$ cat src/rtl/mmio_gpio.sv
// mmio_gpio: memory-mapped GPIO peripheral occupying an 8-word window at BASE_ADDR.
// Provides an output register with set/clear aliases, synchronised inputs,
// per-bit edge detection (selectable polarity, sticky W1C status, mask) and a
// registered level interrupt.
// Optional input debounce stage: define GPIO_DEBOUNCE_EN.
module mmio_gpio #(
    parameter logic [15:0] BASE_ADDR       = 16'hC000,
    parameter int          OUT_W           = 10,
    parameter int          IN_W            = 10,
    parameter int          DEBOUNCE_CYCLES = 16
) (
    input  logic             clk,
    input  logic             rst,
    input  logic [15:0]      addr,
    input  logic             we,
    input  logic             re,
    input  logic [15:0]      wdata,
    output logic [15:0]      rdata,
    output logic             hit,
    input  logic [IN_W-1:0]  gpio_in,
    output logic [OUT_W-1:0] gpio_out,
    output logic             irq
);

    localparam logic [2:0] OFF_OUT_DATA    = 3'd0;
    localparam logic [2:0] OFF_IN_DATA     = 3'd1;
    localparam logic [2:0] OFF_EDGE_STATUS = 3'd2;
    localparam logic [2:0] OFF_EDGE_MASK   = 3'd3;
    localparam logic [2:0] OFF_EDGE_POL    = 3'd4;
    localparam logic [2:0] OFF_OUT_SET     = 3'd5;
    localparam logic [2:0] OFF_OUT_CLR     = 3'd6;

    logic             wr_s;
    logic             rd_s;
    logic [2:0]       off_s;
    logic [OUT_W-1:0] wd_out_s;
    logic [IN_W-1:0]  wd_in_s;

    logic [OUT_W-1:0] out_r;
    logic [OUT_W-1:0] out_nxt_s;
    logic [IN_W-1:0]  status_r;
    logic [IN_W-1:0]  status_nxt_s;
    logic [IN_W-1:0]  mask_r;
    logic [IN_W-1:0]  mask_nxt_s;
    logic [IN_W-1:0]  pol_r;
    logic [IN_W-1:0]  pol_nxt_s;
    logic [IN_W-1:0]  w1c_s;
    logic [15:0]      rdata_r;
    logic [15:0]      rdata_nxt_s;
    logic [15:0]      rd_val_s;
    logic             irq_r;

    logic [IN_W-1:0]  sync1_r;
    logic [IN_W-1:0]  sync2_r;
    logic [IN_W-1:0]  cond_s;
    logic [IN_W-1:0]  cond_q_r;
    logic [IN_W-1:0]  edge_s;

    // Upper write-data bits beyond the register widths are deliberately dropped.
    logic unused_s;
    assign unused_s = ^{wdata, DEBOUNCE_CYCLES[0]};

    assign hit      = (addr[15:3] == BASE_ADDR[15:3]);
    assign wr_s     = we & hit;
    assign rd_s     = re & hit;
    assign off_s    = addr[2:0];
    assign wd_out_s = wdata[OUT_W-1:0];
    assign wd_in_s  = wdata[IN_W-1:0];

    assign gpio_out = out_r;
    assign rdata    = rdata_r;
    assign irq      = irq_r;

    // Two-flop synchroniser and previous-value register for edge detection
    always_ff @(posedge clk) begin
        if (rst) begin
            sync1_r  <= {IN_W{1'b0}};
            sync2_r  <= {IN_W{1'b0}};
            cond_q_r <= {IN_W{1'b0}};
        end else begin
            sync1_r  <= gpio_in;
            sync2_r  <= sync1_r;
            cond_q_r <= cond_s;
        end
    end

`ifdef GPIO_DEBOUNCE_EN
    localparam int               CNT_W    = $clog2(DEBOUNCE_CYCLES) + 1;
    localparam logic [CNT_W-1:0] CNT_LAST = CNT_W'(DEBOUNCE_CYCLES - 1);
    localparam logic [CNT_W-1:0] CNT_ONE  = CNT_W'(1);

    logic [CNT_W-1:0] cnt_r [IN_W];
    logic [IN_W-1:0]  cond_r;

    // Per-bit debounce: cond follows the synchronised value only after it has differed long enough
    always_ff @(posedge clk) begin
        if (rst) begin
            cond_r <= {IN_W{1'b0}};
            for (int i = 0; i < IN_W; i++) begin
                cnt_r[i] <= {CNT_W{1'b0}};
            end
        end else begin
            for (int i = 0; i < IN_W; i++) begin
                if (sync2_r[i] == cond_r[i]) begin
                    cnt_r[i] <= {CNT_W{1'b0}};
                end else if (cnt_r[i] == CNT_LAST) begin
                    cond_r[i] <= sync2_r[i];
                    cnt_r[i]  <= {CNT_W{1'b0}};
                end else begin
                    cnt_r[i] <= cnt_r[i] + CNT_ONE;
                end
            end
        end
    end

    assign cond_s = cond_r;
`else
    assign cond_s = sync2_r;
`endif

    // Edge detect: rising where polarity bit is 0, falling where it is 1
    always_comb begin
        edge_s = (cond_s & ~cond_q_r & ~pol_r) | (~cond_s & cond_q_r & pol_r);
    end

    // Next value of the output register from direct, set and clear writes
    always_comb begin
        out_nxt_s = out_r;
        if (wr_s) begin
            case (off_s)
                OFF_OUT_DATA: out_nxt_s = wd_out_s;
                OFF_OUT_SET:  out_nxt_s = out_r | wd_out_s;
                OFF_OUT_CLR:  out_nxt_s = out_r & ~wd_out_s;
                default:      out_nxt_s = out_r;
            endcase
        end else begin
            out_nxt_s = out_r;
        end
    end

    // Next values of mask, polarity and sticky status; a detected edge beats a W1C
    always_comb begin
        mask_nxt_s = mask_r;
        pol_nxt_s  = pol_r;
        w1c_s      = {IN_W{1'b0}};
        if (wr_s) begin
            case (off_s)
                OFF_EDGE_STATUS: w1c_s      = wd_in_s;
                OFF_EDGE_MASK:   mask_nxt_s = wd_in_s;
                OFF_EDGE_POL:    pol_nxt_s  = wd_in_s;
                default:         w1c_s      = {IN_W{1'b0}};
            endcase
        end else begin
            w1c_s = {IN_W{1'b0}};
        end
        status_nxt_s = (status_r & ~w1c_s) | edge_s;
    end

    // Read mux, zero-extended; write-only and reserved offsets read as zero
    always_comb begin
        rd_val_s = 16'h0000;
        case (off_s)
            OFF_OUT_DATA:    rd_val_s[OUT_W-1:0] = out_r;
            OFF_IN_DATA:     rd_val_s[IN_W-1:0]  = cond_s;
            OFF_EDGE_STATUS: rd_val_s[IN_W-1:0]  = status_r;
            OFF_EDGE_MASK:   rd_val_s[IN_W-1:0]  = mask_r;
            OFF_EDGE_POL:    rd_val_s[IN_W-1:0]  = pol_r;
            default:         rd_val_s            = 16'h0000;
        endcase
    end

    // Read data holds between reads; a strobe outside the window returns zero
    always_comb begin
        rdata_nxt_s = rdata_r;
        if (rd_s) begin
            rdata_nxt_s = rd_val_s;
        end else if (re) begin
            rdata_nxt_s = 16'h0000;
        end else begin
            rdata_nxt_s = rdata_r;
        end
    end

    // Architectural registers, read data and interrupt
    always_ff @(posedge clk) begin
        if (rst) begin
            out_r    <= {OUT_W{1'b0}};
            status_r <= {IN_W{1'b0}};
            mask_r   <= {IN_W{1'b0}};
            pol_r    <= {IN_W{1'b0}};
            rdata_r  <= 16'h0000;
            irq_r    <= 1'b0;
        end else begin
            out_r    <= out_nxt_s;
            status_r <= status_nxt_s;
            mask_r   <= mask_nxt_s;
            pol_r    <= pol_nxt_s;
            rdata_r  <= rdata_nxt_s;
            irq_r    <= |(status_r & mask_r);
        end
    end

endmodule

$ cat config.mk
export PLATFORM = sky130hd
export DESIGN_NAME = mmio_gpio
export DESIGN_NICKNAME = d
export VERILOG_FILES = /design/src/rtl/mmio_gpio.sv
export SDC_FILE = /design/constraint.sdc
export NUM_CORES = 1
export LEC_CHECK = 0
export ABC_AREA = 1
export CORE_MARGIN = 5
export CORE_UTILIZATION = 55
export DETAILED_ROUTE_END_ITERATION = 8
export GPL_ROUTABILITY_DRIVEN = 0
export PLACE_DENSITY = 0.84
export SLEW_MARGIN = 10
export SYNTH_ARGS = -nofsm -noshare
export SYNTH_HDL_FRONTEND = slang
export SYNTH_SLANG_ARGS = --single-unit
export TNS_END_PERCENT = 1
$ cat constraint.sdc
create_clock -name clk -period 4.5 [get_ports clk]
set_input_delay 1.35 -clock clk [delete_from_list [all_inputs] [get_ports clk]]
set_output_delay 1.35 -clock clk [all_outputs]
set_load 0.01 [all_outputs]
==> metrics list <==
- The clock drives 81 sinks.
* Fmax: 0.241 GHz
- The worst setup path is launched from an input pin.
* Type of the most critical hold path: flip-flop to flip-flop
- 74 I/O pins were placed.
- Placed Area: 4610 sq um
- The mapped netlist covers 3970 sq um.
* Total global routing track utilization: 0.235
* Final worst-path cycle share: 0.921
- After detailed routing, the average wire length per cell comes to 13.0 um.
- Layout Cell Area excl Fill: 4810 sq um
* CTS tree: built
- The via count of the first global-routing pass was 3638.
- 0 antenna diodes ended up in the layout.
- Number of cells in the design after placement: 764
- Of the post-synthesis cell area, the dominant cell type holds 0.409.
- H-tree depth reported by CTS: 3
- Tightest hold margin: 0.401 ns
- STA puts the critical path data required time at 3.15 ns.
* Die footprint: 9010 sq um
- Detailed placement ended at an HPWL of 7.25 mm.
- Fraction of power spent switching nets: 0.262
- Worst Path Max Fanout: 3
- Standard cell core area: 7140 sq um
* Wire length of the first global-routing pass: 16.5 mm
- The total overflow left after global routing is 0.
- The worst register-to-register path has a depth of 5.
* Hold-critical path depth: 2
- Internal: 1.04 mW
- Largest net degree at the start of global routing: 51
- The analysis attributes to cell leakage a power of 2.22 nW.
- Detail Route Antenna Nets: 0
* Run status: finished clean
* Share of post-route cells with drive strength above 1: 0.0573
- Detail-routed via count per cell: 5.14
- Insertion delay to the later sink of the worst-skew pair: 0.37 ns
- The count of pins over their slew limit is 0.
- Number of design-rule violations left by the first detailed-router iteration: 272
- Of the synthesized area, sequential elements account for 0.409.
* Setup repair after global routing missed its margin: false
- The share of total power dissipated in the clock network is 0.387.
- Ratio of total power to cell area: 294 nW/um^2
- Nature of the critical path endpoint: output pin
- The worst path in the final design needs a cycle of 4.14 ns, including I/O delays and setup.
- Number of violations of the max-capacitance limit: 0
* Overall Power: 1.41 mW
- Timing analysis after detailed placement gives a worst setup slack of 0.330 ns.
- Clock slew seen by the registers of the worst setup and hold paths: 0.09 ns
* Reg power frac: 0.523
- Flip-flop and latch count after synthesis: 81
- Final standard cell utilization of the core: 0.674
- Residual DRC count: 0
- The initial utilization of the core area, before any placement, comes to 0.556.
* First drt pass iteration count: 5
- Vias after detailed routing: 4010
- Inserted Clock Buffers: 9
- Clock root cell: clkbuf_8
- Combinational share of power: 0.089
- Summed over all failing endpoints, the final setup total negative slack is 0 ns.
* Area leader, netlist: dfxtp_1
* Quantity of gates resized following cts: 0
* Post-CTS repair timing setup buffer count: 0
- The floorplan step set the die height to 94.9 um.
- Clock skew on the completed layout was measured at 0.00707 ns.
* WP data arrival: 2.79 ns
* Number of buffers between clock root and the deepest sink: 2
* P_sw: 371 uW
- Top cells by area, synth: dfxtp_1 (41%), nand2_1 (13%), nor2_1 (13%)
- Hold Fails Final Rpt: 0
- Peak supply drop: 0.262 mV
* Count of mapped cells out of synthesis: 623
- Initial antenna violation count: 0
* Final std cells w/o fill: 780
- Synthesis instantiated 25 different standard cells from the library.
- Headroom to the max-slew limit: 0.307
- Routed Wire Length: 10.1 mm
- Setup CP Type: input pin to output pin
- In this run the horizontal extent of the chip is 94.9 um.
* Average cell area after synthesis: 6.37 sq um
- After clock tree synthesis, the flow added hold-fix buffers numbering 0.
* Count of buffers inserted at the top-level ports: 61
* Slack of the critical path: 0.356 ns
- For this run, the post-layout net count is 722.
* Number of setup violations in the final report: 0
* Synth warnings: 0
* Transition at the pin with the smallest max-transition slack: 1.04 ns
- In this run the core area contains 31 standard-cell rows.
- The area growth from synthesis to layout is 21.3%.
-- cells in the final DEF, fill, tap and decap left out --
cell type	n
nand2_2	2
clkbuf_8	9
clkinv_2	1
nor3_2	1
o21ai_1	1
inv_8	1
a22o_1	4
nand3b_1	1
nor2_1	133
clkinvlp_4	3
inv_2	3
conb_1	6
nor2_2	1
inv_6	1
nor2_4	1
nand2_1	139
o21ai_0	27
nand4_1	32
clkdlybuf4s50_1	61
inv_1	98
inv_4	1
nand3_2	2
buf_4	11
dfxtp_1	81
a21oi_1	20
or2_2	1
bufinv_16	1
nand3_1	39
-- cell families after synthesis --
group	count (synthesis)	share of synthesized area
buffers and inverters	137	0.146
AO/OA/AOI/OAI	52	0.0694
other	1	0.000945
flip-flops	81	0.409
AND/OR/NAND/NOR	352	0.375
-- power groups by stage --
stage / Combinational, mW / Sequential [mW] / Clock [mW]
2_1_floorplan: 0.0728 / 0.754 / 0
3_3_place_gp: 0.122 / 0.756 / 0
3_5_place_dp: 0.124 / 0.757 / 0
4_1_cts: 0.125 / 0.740 / 0.555
5_1_grt: 0.139 / 0.742 / 0.589
6_report: 0.126 / 0.740 / 0.548
-- final cells by class --
class                      instances  area, sq um
fill                             654         2320
multi-input combinational        410         1790
sequential                        81         1620
timing repair buffer              72          693
inverter                         102          385
clock buffer                       9          124
tap                               99          124
clock inverter                     7         77.6
-- metal layers --
layer,vias up,GRT usage,routed length (um),part of all wire
li1,2009,-,-,-
met1,1808,0.285,4130,0.41
met2,166,0.396,4870,0.48
met3,27,0.0470,762,0.075
met4,0,0.115,330,0.033
met5,-,0,0,0
-- path summary, 6_finish.rpt --
kind | start | endpoint | slack [ns]
worst min register to register | sync1_r[0]$_SDFF_PP0_ | cond_s[0]$_SDFF_PP0_ | 0.40
worst max-delay path | addr[4] | hit | 0.36
worst max register to register | status_r[2]$_SDFF_PP0_ | irq$_SDFF_PP0_ | 3.48
worst min-delay path | sync1_r[0]$_SDFF_PP0_ | cond_s[0]$_SDFF_PP0_ | 0.40
-- synthesized netlist by cell type --
cell type / n
buf_4: 8
a22o_1: 4
nand2_2: 2
inv_4: 1
nand2_1: 139
buf_1: 1
nand3_1: 39
inv_1: 98
nand3b_1: 1
conb_1: 1
nand4_1: 32
o21ai_0: 27
nor2_2: 1
buf_2: 13
dfxtp_1: 81
inv_2: 3
buf_6: 2
nor2_1: 133
nor3_2: 1
nor2_4: 1
clkbuf_1: 11
o21ai_1: 1
or2_2: 1
a21oi_1: 20
nand3_2: 2
-- registers in the layout (all words and copies together), names as in the netlist --
name / count
pol_r: 10
gpio_out: 10
cond_q_r: 10
cond_s: 10
mask_r: 10
rdata: 10
status_r: 10
sync1_r: 10
irq: 1
-- worst max-delay path, cell delays in order --
cell and delay (ns):
clkdlybuf4s50_1 0.40, nor2_1 0.18, inv_1 0.07, nor2_1 0.15, nand2_1 0.07, inv_1 0.05, clkdlybuf4s50_1 0.52
(Power assumes the default switching activity.)
